[src/rtl/button_pkg.sv]
// Shared definitions for the button event block: channel FSM encoding and the
// counter-width check used at elaboration.
package button_pkg;

  typedef enum logic [1:0] {
    StIdle  = 2'd0,
    StPress = 2'd1,
    StHold  = 2'd2
  } btn_state_e;

  // True when a CNT_WIDTH-bit counter can hold max(long, repeat) - 1.
  function automatic bit cnt_width_ok(input int unsigned long_cycles,
                                      input int unsigned repeat_cycles,
                                      input int unsigned cnt_width);
    longint unsigned max_m1;
    max_m1 = longint'(long_cycles > repeat_cycles ? long_cycles : repeat_cycles) - 64'd1;
    if (cnt_width >= 64) return 1'b1;
    return (max_m1 >> cnt_width) == 64'd0;
  endfunction

endpackage

[src/rtl/button_event_ch.sv]
// One button channel: level stage, IDLE/PRESS/HOLD FSM, hold counter and
// registered single-cycle event pulses.
module button_event_ch
  import button_pkg::*;
#(
  parameter bit          ACTIVE_LOW    = 1'b1,
  parameter int unsigned LONG_CYCLES   = 50000000,
  parameter int unsigned REPEAT_CYCLES = 10000000,
  parameter int unsigned CNT_WIDTH     = 27
) (
  input  logic clk,
  input  logic rst,
  input  logic btn_in,
  output logic press,
  output logic rel,
  output logic long_press,
  output logic rpt,
  output logic held
);

  localparam logic [CNT_WIDTH-1:0] LongLast  = CNT_WIDTH'(LONG_CYCLES - 1);
  localparam logic [CNT_WIDTH-1:0] RptLast   = CNT_WIDTH'(REPEAT_CYCLES - 1);
  localparam bit                   RepeatEn  = (REPEAT_CYCLES != 0);
  localparam logic [CNT_WIDTH-1:0] CntOne    = CNT_WIDTH'(1);

  btn_state_e           state_q, state_d;
  logic [CNT_WIDTH-1:0] cnt_q, cnt_d;
  logic                 a_q, a_d;
  logic                 press_q, press_d;
  logic                 rel_q, rel_d;
  logic                 long_q, long_d;
  logic                 rpt_q, rpt_d;
  logic                 held_q, held_d;

  always_comb begin
    a_d     = ACTIVE_LOW ? ~btn_in : btn_in;
    state_d = state_q;
    cnt_d   = cnt_q;
    press_d = 1'b0;
    rel_d   = 1'b0;
    long_d  = 1'b0;
    rpt_d   = 1'b0;
    unique case (state_q)
      StIdle: begin
        if (a_q) begin
          state_d = StPress;
          press_d = 1'b1;
          cnt_d   = '0;
        end
      end
      StPress: begin
        // Release is checked first so it wins over a coinciding threshold.
        if (!a_q) begin
          state_d = StIdle;
          rel_d   = 1'b1;
        end else if (cnt_q == LongLast) begin
          state_d = StHold;
          long_d  = 1'b1;
          cnt_d   = '0;
        end else begin
          cnt_d = cnt_q + CntOne;
        end
      end
      StHold: begin
        if (!a_q) begin
          state_d = StIdle;
          rel_d   = 1'b1;
        end else if (RepeatEn && cnt_q == RptLast) begin
          rpt_d = 1'b1;
          cnt_d = '0;
        end else if (RepeatEn) begin
          cnt_d = cnt_q + CntOne;
        end
      end
      default: state_d = StIdle;
    endcase
    held_d = (state_d != StIdle);
  end

  always_ff @(posedge clk) begin
    if (rst) begin
      state_q <= StIdle;
      cnt_q   <= '0;
      a_q     <= 1'b0;
      press_q <= 1'b0;
      rel_q   <= 1'b0;
      long_q  <= 1'b0;
      rpt_q   <= 1'b0;
      held_q  <= 1'b0;
    end else begin
      state_q <= state_d;
      cnt_q   <= cnt_d;
      a_q     <= a_d;
      press_q <= press_d;
      rel_q   <= rel_d;
      long_q  <= long_d;
      rpt_q   <= rpt_d;
      held_q  <= held_d;
    end
  end

  assign press      = press_q;
  assign rel        = rel_q;
  assign long_press = long_q;
  assign rpt        = rpt_q;
  assign held       = held_q;

endmodule

[src/rtl/button_event.sv]
// Turns debounced button levels into press/release/long-press/repeat pulses,
// one independent channel per button.
module button_event
  import button_pkg::*;
#(
  parameter int unsigned WIDTH         = 1,
  parameter bit          ACTIVE_LOW    = 1'b1,
  parameter int unsigned LONG_CYCLES   = 50000000,
  parameter int unsigned REPEAT_CYCLES = 10000000,
  parameter int unsigned CNT_WIDTH     = 27
) (
  input  logic             clk,
  input  logic             rst,
  input  logic [WIDTH-1:0] btn_in,
  output logic [WIDTH-1:0] press,
  output logic [WIDTH-1:0] rel,
  output logic [WIDTH-1:0] long_press,
  output logic [WIDTH-1:0] rpt,
  output logic [WIDTH-1:0] held
);

  if (LONG_CYCLES < 1) begin : g_bad_long
    $fatal(1, "button_event: LONG_CYCLES must be at least 1");
  end
  if (!cnt_width_ok(LONG_CYCLES, REPEAT_CYCLES, CNT_WIDTH)) begin : g_bad_cnt
    $fatal(1, "button_event: CNT_WIDTH too small for LONG_CYCLES/REPEAT_CYCLES");
  end

  for (genvar i = 0; i < WIDTH; i++) begin : g_ch
    button_event_ch #(
      .ACTIVE_LOW   (ACTIVE_LOW),
      .LONG_CYCLES  (LONG_CYCLES),
      .REPEAT_CYCLES(REPEAT_CYCLES),
      .CNT_WIDTH    (CNT_WIDTH)
    ) u_ch (
      .clk       (clk),
      .rst       (rst),
      .btn_in    (btn_in[i]),
      .press     (press[i]),
      .rel       (rel[i]),
      .long_press(long_press[i]),
      .rpt       (rpt[i]),
      .held      (held[i])
    );
  end

endmodule

[config.mk]
export PLATFORM = sky130hd
export DESIGN_NAME = button_event
export DESIGN_NICKNAME = d
export VERILOG_FILES = /design/src/rtl/button_pkg.sv /design/src/rtl/button_event_ch.sv /design/src/rtl/button_event.sv
export SDC_FILE = /design/constraint.sdc
export NUM_CORES = 1
export LEC_CHECK = 0
export ABC_AREA = 0
export CORE_ASPECT_RATIO = 1.2
export CORE_MARGIN = 3
export CORE_UTILIZATION = 55
export CTS_CLUSTER_DIAMETER = 80
export DETAILED_ROUTE_END_ITERATION = 10
export PLACE_DENSITY = 0.73
export SLEW_MARGIN = 20
export SYNTH_ARGS = -nofsm -noshare
export SYNTH_HDL_FRONTEND = slang
export SYNTH_SLANG_ARGS = --single-unit
[constraint.sdc]
create_clock -name clk -period 2.8 [get_ports clk]
set_input_delay 0.42 -clock clk [delete_from_list [all_inputs] [get_ports clk]]
set_output_delay 0.42 -clock clk [all_outputs]
set_load 0.005 [all_outputs]
==> results, run 1 <==
- The flow ran to the end, and the final reports show no timing, DRC or antenna violations.
- The Yosys step of the flow raised 0 warnings.
- The worst setup path is of the flop to flop kind.
- Among all flip-flop cells after synthesis, the most frequent one is dfxtp_1.
- The via count of the first global-routing pass is 1,621.
- The area of combinational cells with multiple inputs is 1090 µm².
- The area growth from synthesis to layout is 10.3%.
- Dividing the detail-routed wire length by the instance count gives 14.4 µm.
- After clock tree synthesis, the clock-pin slew on the worst setup and hold paths is approximately 0.10 ns.
- After global routing the overflow that remains totals 0.
- The number of antenna violations at the first check in global routing is 0.
- The worst-margin pin slew is approximately 0.60 ns.
- The number of design-rule violations left by the first detailed-router iteration is slightly below 70.
- At the end of the flow, the number of nets in the layout was 248.
- The highest achievable clock rate is ~0.41 GHz.
- Setup total negative slack on the finished layout was measured at 0 ns.
- The chip height is 70.1 µm.
- The logic depth of the worst register-to-register path is 7.
- The worst hold-check path type is flop to flop.
- After synthesis, the netlist uses 43 different library cells.
- In this run the remaining antenna-violating nets after routing total 0.
- Along the worst hold path, the cell count comes to 2.
- Summing over every cut layer, the via total after detailed routing is about 1,700.
- The completed layout was analyzed and its total power is ~0.00086 W.
- The critical path data required time is ~3 ns.
- The filler cells instantiated in the layout total between 200 and 300.
- The worst register-to-register path begins at g_ch[0].u_ch.state_q[0].
- The insertion delay of the later-clocked pin in the worst-skew pair is ~0.33 ns.
- The final count of pins violating max slew is 0.
- The total power per unit cell area is 417 nW/µm².
- A synthesized cell averages 8.25 µm².
- The via density per instance is between 6 and 7.
- The number of synthesized flops with an enable pin is 0.
- The floorplan has 22 rows.
- The post-place setup slack is ~0.43 ns.
- Synthesis produced between 200 and 250 cells.
- The last weighted congestion value of the routability-driven placer is just under 0.9.
- The number of nets in the synthesized netlist is around 240.
- After legalization and detailed placement, the total HPWL measured around 3000 µm.
- The sequential cell area fraction in the yosys report is around 37%.
- The overall routing resource usage is 22.0%.
- Across all setup checks in the final design, the least slack found is roughly 0.36 ns.
- The slack of the worst reg-to-reg path is ~0.36 ns.
- After synthesis, the most frequently instantiated cells are dfxtp_1 (35), nor2_1 (25), nand2_1 (18).
- The clock sink count is 35.
- The buffer count from post-CTS setup fixing is 0.
- The maximum resistive drop on vdd is around 0.29 mV.
- In this run the biggest area consumer among cell types represents a little under two fifths of the synthesized area.
- Setup repair after global routing left no endpoint under its margin.
- For this design, the CTS-stage hold fixing added 0 buffers.
- The count of cells resized by post-cts repair is 0.
- The number of H-tree levels is 2.
- The floorplan step defined a die boundary enclosing around 4200 µm².
- STA classifies the critical path startpoint as a flop.
- Setup violations remaining at the end of the flow were counted as 0.
- Across the run, the number of max-cap violations was 0.
- By area the synthesized netlist is led by dfxtp_1 (37%), xnor2_1 (5.6%), nor2_1 (5.0%).
- The clock tree buffer depth is 2.
- The worst hold path startpoint is g_ch[0].u_ch.cnt_q[1].
- The horizontal extent of the die is slightly below 60 µm.
- Clock skew on the completed layout was measured at between 0.01 and 0.015 ns.
- Among all cell types in the netlist, the one instantiated most often is dfxtp_1.
- The initial utilization of the core area, before any placement, comes to 59.4%.
- The number of hold violations in the final report is 0.
- Counting flops with an async set or reset pin after synthesis yields a share of 0%.
- Counting the buffers created by CTS gives 5.
- The clock period could shrink to 2.44 ns.
- The synthesized netlist occupies a cell area of 1880 µm².
- After layout, the worst path uses between 80% and 90% of the clock period.
- The final layout contains routed wiring with a total length of about 4000 µm.
- The top-level I/O count is 8.
- The endpoint identified for the worst register-to-register timing path is g_ch[0].u_ch.cnt_q[23].
- The CTS tree is built.
- The sort of element at the end of the critical path is a flop.
- The first global-routing pass estimated roughly 7300 µm of wire.
- Across the whole layout, storage elements account for ~700 µm².
- The number of antenna diodes in the final layout is 0.
- The cell leakage power is just over 0.7 nW.
- The max-slew headroom at the worst pin is around three fifths.
- The master cell of the clock root buffer is clkbuf_4.
- The post-route netlist has under 10% of its cells at a drive strength greater than 1.
- The maximum fanout encountered on the critical timing path is 9.
- Summed over all instances, the cell type with the most area after synthesis is dfxtp_1.
- Input and output buffers added on the ports amount to 7.
- The destination of the worst hold path is g_ch[0].u_ch.cnt_q[1].
- The largest net degree at the start of global routing is 16.
- The residual DRC count is 0.
- After floorplanning, the core was sized to cover 3170 µm².
- The number of optimization iterations in the first detailed-route pass is 4.
- The synthesized design contains 35 register bits.
- At the worst endpoint, the arrival time is 2.71 ns.
## logic make-up after synthesis
family | after synthesis | synth area share [%]
AO/OA/AOI/OAI | 45 | 15.8
XOR/XNOR | 12 | 5.59
adder cells (fa/ha/maj) | 5 | 3.33
buffers and inverters | 22 | 4.66
flip-flops | 35 | 37.3
AND/OR/NAND/NOR | 109 | 33.3
## critical path, stage by stage, from the launching register on
cell and delay [ns]:
dfxtp_1 0.43, inv_1 0.10, ha_1 0.26, nor3_1 0.20, o21ai_1 0.22, or4_1 0.66, or3_1 0.38, a21oi_1 0.14
## per-layer routing
layer | vias up | track usage [%] | part of all wire [%]
li1 | 842 | - | -
met1 | 783 | 28.4 | 45
met2 | 41 | 35.1 | 49
met3 | 4 | 4.99 | 5.4
met4 | 0 | 7.56 | 0.70
met5 | - | 0 | 0
## worst max-delay path by stage
| stage | end | from | slack (ns) | depth (start not counted) |
|---|---|---|---|---|
| global route | g_ch[0].u_ch.cnt_q[6] | g_ch[0].u_ch.state_q[0] | 0.15 | 8 |
| CTS | g_ch[0].u_ch.cnt_q[23] | g_ch[0].u_ch.state_q[0] | 0.41 | 7 |
| detailed placement | g_ch[0].u_ch.cnt_q[23] | g_ch[0].u_ch.state_q[0] | 0.43 | 7 |
| global placement | g_ch[0].u_ch.cnt_q[22] | g_ch[0].u_ch.state_q[0] | 0.53 | 8 |
| floorplan | g_ch[0].u_ch.cnt_q[23] | g_ch[0].u_ch.state_q[0] | 0.64 | 7 |
| finish | g_ch[0].u_ch.cnt_q[23] | g_ch[0].u_ch.state_q[0] | 0.36 | 7 |
## cell type report
| type | count | share of cell area, % |
|---|---|---|
| sequential | 35 | 33.8 |
| clock buffer | 8 | 3.32 |
| tap | 36 | 2.17 |
| inverter | 14 | 2.53 |
| timing repair buffer | 13 | 5.55 |
| multi-input combinational | 171 | 52.7 |
## power by group
group	switching, W	internal (W)	total (W)
sequential	0.00000370	0.000502	0.000506
clock	0.000160	0.000148	0.000308
combinational	0.0000309	0.0000197	0.0000506
## layout by cell type, fill, tap and decap left out, drive strengths merged, types with 2 or more instances in the layout
| cell | count |
|---|---|
| a211oi | 2 |
| a21oi | 5 |
| a22oi | 5 |
| and3 | 4 |
| and4 | 4 |
| buf | 6 |
| clkbuf | 8 |
| clkdlybuf4s50 | 7 |
| dfxtp | 35 |
| ha | 5 |
| inv | 14 |
| nand2 | 18 |
| nand3 | 14 |
| nand4 | 4 |
| nand4bb | 2 |
| nor2 | 25 |
| nor2b | 5 |
| nor3 | 7 |
| nor4 | 9 |
| o211ai | 6 |
| o21ai | 17 |
| o21bai | 5 |
| o31a | 2 |
| or3 | 4 |
| or4 | 5 |
| xnor2 | 12 |
## state kept, by name, summed over array words and instances (netlist names)
signal / flops
g_ch.u_ch.cnt_q: 27
g_ch.u_ch.state_q: 2
g_ch.u_ch.a_q: 1
g_ch.u_ch.held: 1
g_ch.u_ch.long_press: 1
g_ch.u_ch.press: 1
g_ch.u_ch.rel: 1
g_ch.u_ch.rpt: 1
## stage by stage
step | instances | hold WS, ns | utilization (%) | area [µm²]
after floorplan | 228 | 0.448 | - | 1880
after global placement | 269 | 0.461 | 63.4 | 2010
after detailed placement | 269 | 0.472 | 63.4 | 2010
after CTS | 277 | 0.487 | 65.5 | 2070
after global routing | 277 | 0.518 | 65.5 | 2070
final | 277 | 0.485 | 65.5 | 2070
Note: power is estimated with default switching activity, not from simulation.
==> run 2: changes to the inputs <==
--- a/config.mk
+++ b/config.mk
@@ -6,6 +6,7 @@
 export NUM_CORES = 1
 export LEC_CHECK = 0
 export ABC_AREA = 0
+export CAP_MARGIN = 40
 export CORE_ASPECT_RATIO = 1.2
 export CORE_MARGIN = 3
 export CORE_UTILIZATION = 55
==> results of run 2 <==
Final layout, timing and power as in run 1 (identical DEF).
==> run 3: changes to the inputs <==
--- a/config.mk
+++ b/config.mk
@@ -13,6 +13,7 @@
 export CTS_CLUSTER_DIAMETER = 80
 export DETAILED_ROUTE_END_ITERATION = 10
 export PLACE_DENSITY = 0.73
+export SKIP_LAST_GASP = 1
 export SLEW_MARGIN = 20
 export SYNTH_ARGS = -nofsm -noshare
 export SYNTH_HDL_FRONTEND = slang
==> results of run 3 <==
Final layout, timing and power as in run 1 (identical DEF).
==> edit 1: new RTL, flow settings as in run 2 <==
`ACTIVE_LOW` is set to 1'b1 in 2 places; all go to 1'b0.
--- a/src/rtl/button_event_ch.sv
+++ b/src/rtl/button_event_ch.sv
@@ -3,7 +3,7 @@
 module button_event_ch
   import button_pkg::*;
 #(
-  parameter bit          ACTIVE_LOW    = 1'b1,
+  parameter bit          ACTIVE_LOW    = 1'b0,
   parameter int unsigned LONG_CYCLES   = 50000000,
   parameter int unsigned REPEAT_CYCLES = 10000000,
   parameter int unsigned CNT_WIDTH     = 27
--- a/src/rtl/button_event.sv
+++ b/src/rtl/button_event.sv
@@ -4,7 +4,7 @@
   import button_pkg::*;
 #(
   parameter int unsigned WIDTH         = 1,
-  parameter bit          ACTIVE_LOW    = 1'b1,
+  parameter bit          ACTIVE_LOW    = 1'b0,
   parameter int unsigned LONG_CYCLES   = 50000000,
   parameter int unsigned REPEAT_CYCLES = 10000000,
   parameter int unsigned CNT_WIDTH     = 27
Formal check against the unedited RTL: not equivalent (Yosys sat finds a counterexample within 4 cycles, from zero or initial values and one cycle with rst high).
==> edit 1 against run 2 <==
- synthesized area is 1.7% lower
- combinational power is 22% higher
- worst setup slack better by 0.018 ns
- sequential cell count stayed put
- global-route usage is 0.83 points higher
- design area is 4.5% lower
- wire length is 5.4% higher
- non-clock buffer count is 4 lower
- via count is 1.9% lower
- total power is 3.9% lower
- largest power group unchanged
==> edit 1: results (changes against run 2) <==
| Metric | Value |
|---|---|
| Max IR drop VDD | `0.000364 V (+27%)` |
| Critical path's slowest cell | `or3_1` |
| Status | `complete, no violations` |
| Compound-Gate Fraction of Synth Area | `15.8% (-0.070 points)` |
| Mapped Nets | `225 (-4.7%)` |
| Worst hold path endpoint | `g_ch[0].u_ch.cnt_q[6]` |
| Netlist cell types | `50 (+16%)` |
| First-pass GRT wire length | `7210 um (-0.57%)` |
| Post-DP Area | `1930 um^2 (-3.7%)` |
| Int Pwr | `0.000623 W (-6.9%)` |
| RD Place Congestion | `0.840 (-5.2%)` |
| Cell count of the worst reg-to-reg path | `8 (+1)` |
| Largest net degree at the start of global routing | `13 (-3)` |
| Initial drt markers | `103 (+51%)` |
| Routed wire length | `4210 um (+5.4%)` |
| Synth area leaders | `dfxtp_1 (38%), nand3_1 (6.2%), nor2_1 (3.9%), ha_1 (3.4%), or3_1 (3.0%)` |
| Synth-to-layout area growth | `7.17%` |
| Metal-1 WL | `1740 um (-3.2%)` |
| Worst Skew | `0.0120 ns (-0.00102 ns)` |
| P_seq | `0.000505 W (about the same)` |
| Setup slack, reg-to-reg | `0.38 ns (+0.02 ns)` |
| Metal3 WL | `217 um (+0.46%)` |
| Vias in the first global route | `1577 (-2.7%)` |
| XOR/XNOR share of the synthesized area | `5.21% (-0.38 points)` |
| Layout cells sized above 1 | `9.73% (+1.0 points)` |
| Hold Slack | `0.507 ns (+0.0228 ns)` |
| DR WL met2 | `2170 um (+11%)` |
| DR vias/cell | `6.26 (+3.8%)` |
| Largest stage delay, worst path | `0.49 ns (-0.17 ns)` |
| Seq/Total Area, Yosys | `37.9% (+0.63 points)` |
| Total GRT Usage | `22.8% (+0.83 points)` |
| Portion of netlist area occupied by mux cells | `1.08% (+1.1 points)` |
| Setup WS pre-CTS | `0.409 ns (-0.0222 ns)` |
| Worst slew margin | `50.3% (-9.7 points)` |
| Mean Syn Cell Area | `8.52 um^2 (+3.3%)` |
==> edit 1: cell types whose count changed after synthesis, sizes merged, moves of 5 or more <==
cell | run 2 | this run
nor4 | 9 | 4
a21oi | 5 | 10
inv | 14 | 9
nand2 | 18 | 12
o211ai | 6 | 1
o21ai | 17 | 12
xnor2 | 12 | 5
a22oi | 5 | 0
nand3 | 14 | 23
xor2 | 0 | 6
or3 | 4 | 9
==> edit 1: logic make-up (layout without fill, tap and decap cells) <==
kind of cell	after synthesis	after routing
buffers and inverters	17	26
muxes	2	2
xor gates and xnor gates	11	11
DFF	35	35
adders and majority gates	5	5
AOI/OAI and AO/OA	40	40
and+or+nand+nor	107	107
==> edit 1: area by class of cell <==
cell class / instances / area, um^2 / area share (%)
clock buffers: 7 / 45.0 / 2.27
flip-flops and latches: 35 / 701 / 35.4
well taps: 36 / 45.0 / 2.27
repair buffers: 9 / 85.1 / 4.29
multi-input cells: 165 / 1070 / 53.9
clock inverters: 1 / 5.00 / 0.253
inverters: 9 / 33.8 / 1.70
==> edit 2: new RTL, settings of run 2 <==
Made on the original files. Add an input register stage for `btn_in`; this delays it by one clock.
--- a/src/rtl/button_event.sv
+++ b/src/rtl/button_event.sv
@@ -19,6 +19,12 @@
   output logic [WIDTH-1:0] held
 );
 
+  logic [WIDTH-1:0] btn_q;
+
+  always_ff @(posedge clk) begin
+      btn_q <= btn_in;
+  end
+
   if (LONG_CYCLES < 1) begin : g_bad_long
     $fatal(1, "button_event: LONG_CYCLES must be at least 1");
   end
@@ -35,7 +41,7 @@
     ) u_ch (
       .clk       (clk),
       .rst       (rst),
-      .btn_in    (btn_in[i]),
+      .btn_in    (btn_q[i]),
       .press     (press[i]),
       .rel       (rel[i]),
       .long_press(long_press[i]),
Behaviour: not the same (Yosys sat finds a counterexample within 4 cycles, from zero or initial values and one cycle with rst high).
==> edit 2 against run 2 <==
- die area rose by 0.96%
- synthesized area rose by 1.1%
- wire length increased by 4.2%
- via count fell by 0.84%
- worst setup slack better by 0.14 ns
- core utilization rose by 0.77 points
- critical endpoint is now g_ch[0].u_ch.cnt_q[18]
- design area increased by 2.1%
- synthesized cell count increased by 0.44%
- largest cell class unchanged
- sequential cell count grew 1
- total power increased by 7.6%
- sequential power is 3% higher
- highest routed layer unchanged
==> edit 2: results (changes against run 2) <==
| Metric | Value |
|---|---|
| Status | `complete, no violations` |
| Initial drt markers | `135 (+99%)` |
| Worst min-delay path class | `reg -> reg` |
| Critical path's slowest cell | `or4_1` |
| Routed wire length | `4170 um (+4.2%)` |
| Max Transition Viols Final | `0 (unchanged)` |
| Warnings from Yosys | `0 (unchanged)` |
| Vias in the first global route | `1604 (-1.0%)` |
| Final setup vio count | `0 (unchanged)` |
| Asr flop ratio synth | `0% (unchanged)` |
| Total GRT Usage | `22.0% (about the same)` |
| Cell count of the worst reg-to-reg path | `6 (-1)` |
| Worst Skew | `0.0130 ns (-0.0000361 ns)` |
| Largest net degree at the start of global routing | `17 (+1)` |
| R2R Path End | `g_ch[0].u_ch.cnt_q[18]` |
| Worst-Skew Late Latency | `0.34 ns` |
| DR vias/cell | `5.91 (-1.9%)` |
| First-pass GRT wire length | `7290 um (+0.48%)` |
| Die W | `59.7 um (+0.47%)` |
| Final net count | `251 (+1.2%)` |
| Leak pwr | `0.742 nW (+3.2%)` |
| Setup bufs post-CTS | `0 (unchanged)` |
| RD Place Congestion | `0.878 (-0.99%)` |
| Root Driver | `clkbuf_4` |
| Post-synth top cells | `dfxtp_1 (36), nor2_1 (25), nand2_1 (18)` |
| Layout cells sized above 1 | `9.43% (+0.71 points)` |
| Largest fanout on the critical path | `10 (+1)` |
| Initial antenna violation count | `0 (unchanged)` |
| Synth area leaders | `dfxtp_1 (38%), xnor2_1 (5.5%), nor2_1 (4.9%), o21ai_0 (4.2%), nand2_1 (3.6%)` |
| Worst slew margin | `68.7% (+8.7 points)` |
| Antenna cells | `0 (unchanged)` |
| Seq/Total Area, Yosys | `37.9% (+0.66 points)` |
| HP Start | `btn_q` |
| Critical Path Start | `g_ch[0].u_ch.cnt_q[0]` |
| Reg clk slew, reported paths | `0.11 ns` |
| Post-DP Area | `2040 um^2 (+1.7%)` |
| Mapped Nets | `237 (+0.42%)` |
| Worst hold path endpoint | `g_ch[0].u_ch.a_q` |
| Psw | `0.000206 W (+5.8%)` |
| Crit path arrival time | `2.57 ns (-0.14 ns)` |
| CTS Buf Count | `5 (unchanged)` |
| Drt pass-1 iters | `4 (unchanged)` |
| Setup slack, reg-to-reg | `0.50 ns (+0.14 ns)` |
| Hold Path Depth | `1 (-1)` |
| IO Port Bufs | `7 (unchanged)` |
| Max IR drop VDD | `0.000355 V (+24%)` |
| Largest stage delay, worst path | `0.73 ns (+0.07 ns)` |
| PostCTS Resize Cnt | `0 (unchanged)` |
| Hpwl dp | `2970 um (+0.29%)` |
| Largest regs | `g_ch.u_ch.cnt_q x27, g_ch.u_ch.state_q x2` |
## edit 2: cell types whose count changed in the layout (fill, tap and decap cells not counted)
cell and change:
clkbuf_8 -2, buf_4 +2, dfxtp_1 +1, clkinv_2 +1
bufinv_16 +1
## edit 2: cell families after synthesis
group | share of synthesized area (%)
xor+xnor | 5.53
buf+inv | 4.61
compound gates | 15.7
simple gates | 33.0
fa+ha+maj | 3.29
flops | 37.9
## edit 2: through the flow
| step | utilization, % | std cells | hold slack (ns) | total power [W] | worst slack (ns) |
|---|---|---|---|---|---|
| 6_report | 66.3 | 280 | 0.399 | 0.000930 | 0.502 |
| 5_1_grt | 66.3 | 280 | 0.418 | 0.000978 | 0.297 |
| 4_1_cts | 66.3 | 280 | 0.404 | 0.000945 | 0.498 |
| 3_5_place_dp | 63.9 | 272 | 0.387 | 0.000583 | 0.535 |
| 3_3_place_gp | 63.9 | 272 | 0.364 | 0.000581 | 0.589 |
| 2_1_floorplan | - | 229 | 0.363 | 0.000562 | 0.641 |
## edit 2: worst max path at each step
stage	to	slack, ns	cells after the start
CTS	g_ch[0].u_ch.cnt_q[18]	0.50	6
detailed placement	g_ch[0].u_ch.cnt_q[18]	0.53	6
global route	g_ch[0].u_ch.cnt_q[7]	0.30	10
finish	g_ch[0].u_ch.cnt_q[18]	0.50	6
global placement	g_ch[0].u_ch.cnt_q[18]	0.59	6
floorplan	g_ch[0].u_ch.cnt_q[23]	0.64	7
## edit 2: area by class of cell
type	instances	area (um^2)
flip-flops and latches	36	721
well taps	36	45.0
clock inverters	2	35.0
multi-input cells	171	1090
fillers	263	1080
inverters	14	52.6
clock buffers	6	41.3
repair buffers	15	130
## edit 2: worst max-delay path, delay by kind of cell (launching register included)
| family | cells | cell delay [ns] |
|---|---|---|
| and+or+nand+nor | 3 | 1.27 |
| adders and majority gates | 1 | 0.22 |
| DFF | 1 | 0.40 |
| AOI/OAI and AO/OA | 2 | 0.34 |
## edit 2: power by group through the flow
| stage | clock network (W) | registers, W | logic [W] |
|---|---|---|---|
| floorplan | 0 | 0.000532 | 0.0000298 |
| global placement | 0 | 0.000532 | 0.0000493 |
| detailed placement | 0 | 0.000533 | 0.0000504 |
| CTS | 0.000373 | 0.000521 | 0.0000508 |
| global route | 0.000400 | 0.000522 | 0.0000558 |
| finish | 0.000359 | 0.000521 | 0.0000503 |
## edit 2: metal layers
layer / wire (um) / vias up / GRT usage, %
li1: - / 848 / -
met1: 1860 / 765 / 27.8
met2: 2100 / 36 / 36.2
met3: 139 / 7 / 3.33
met4: 67 / 0 / 8.87
met5: 0 / - / 0
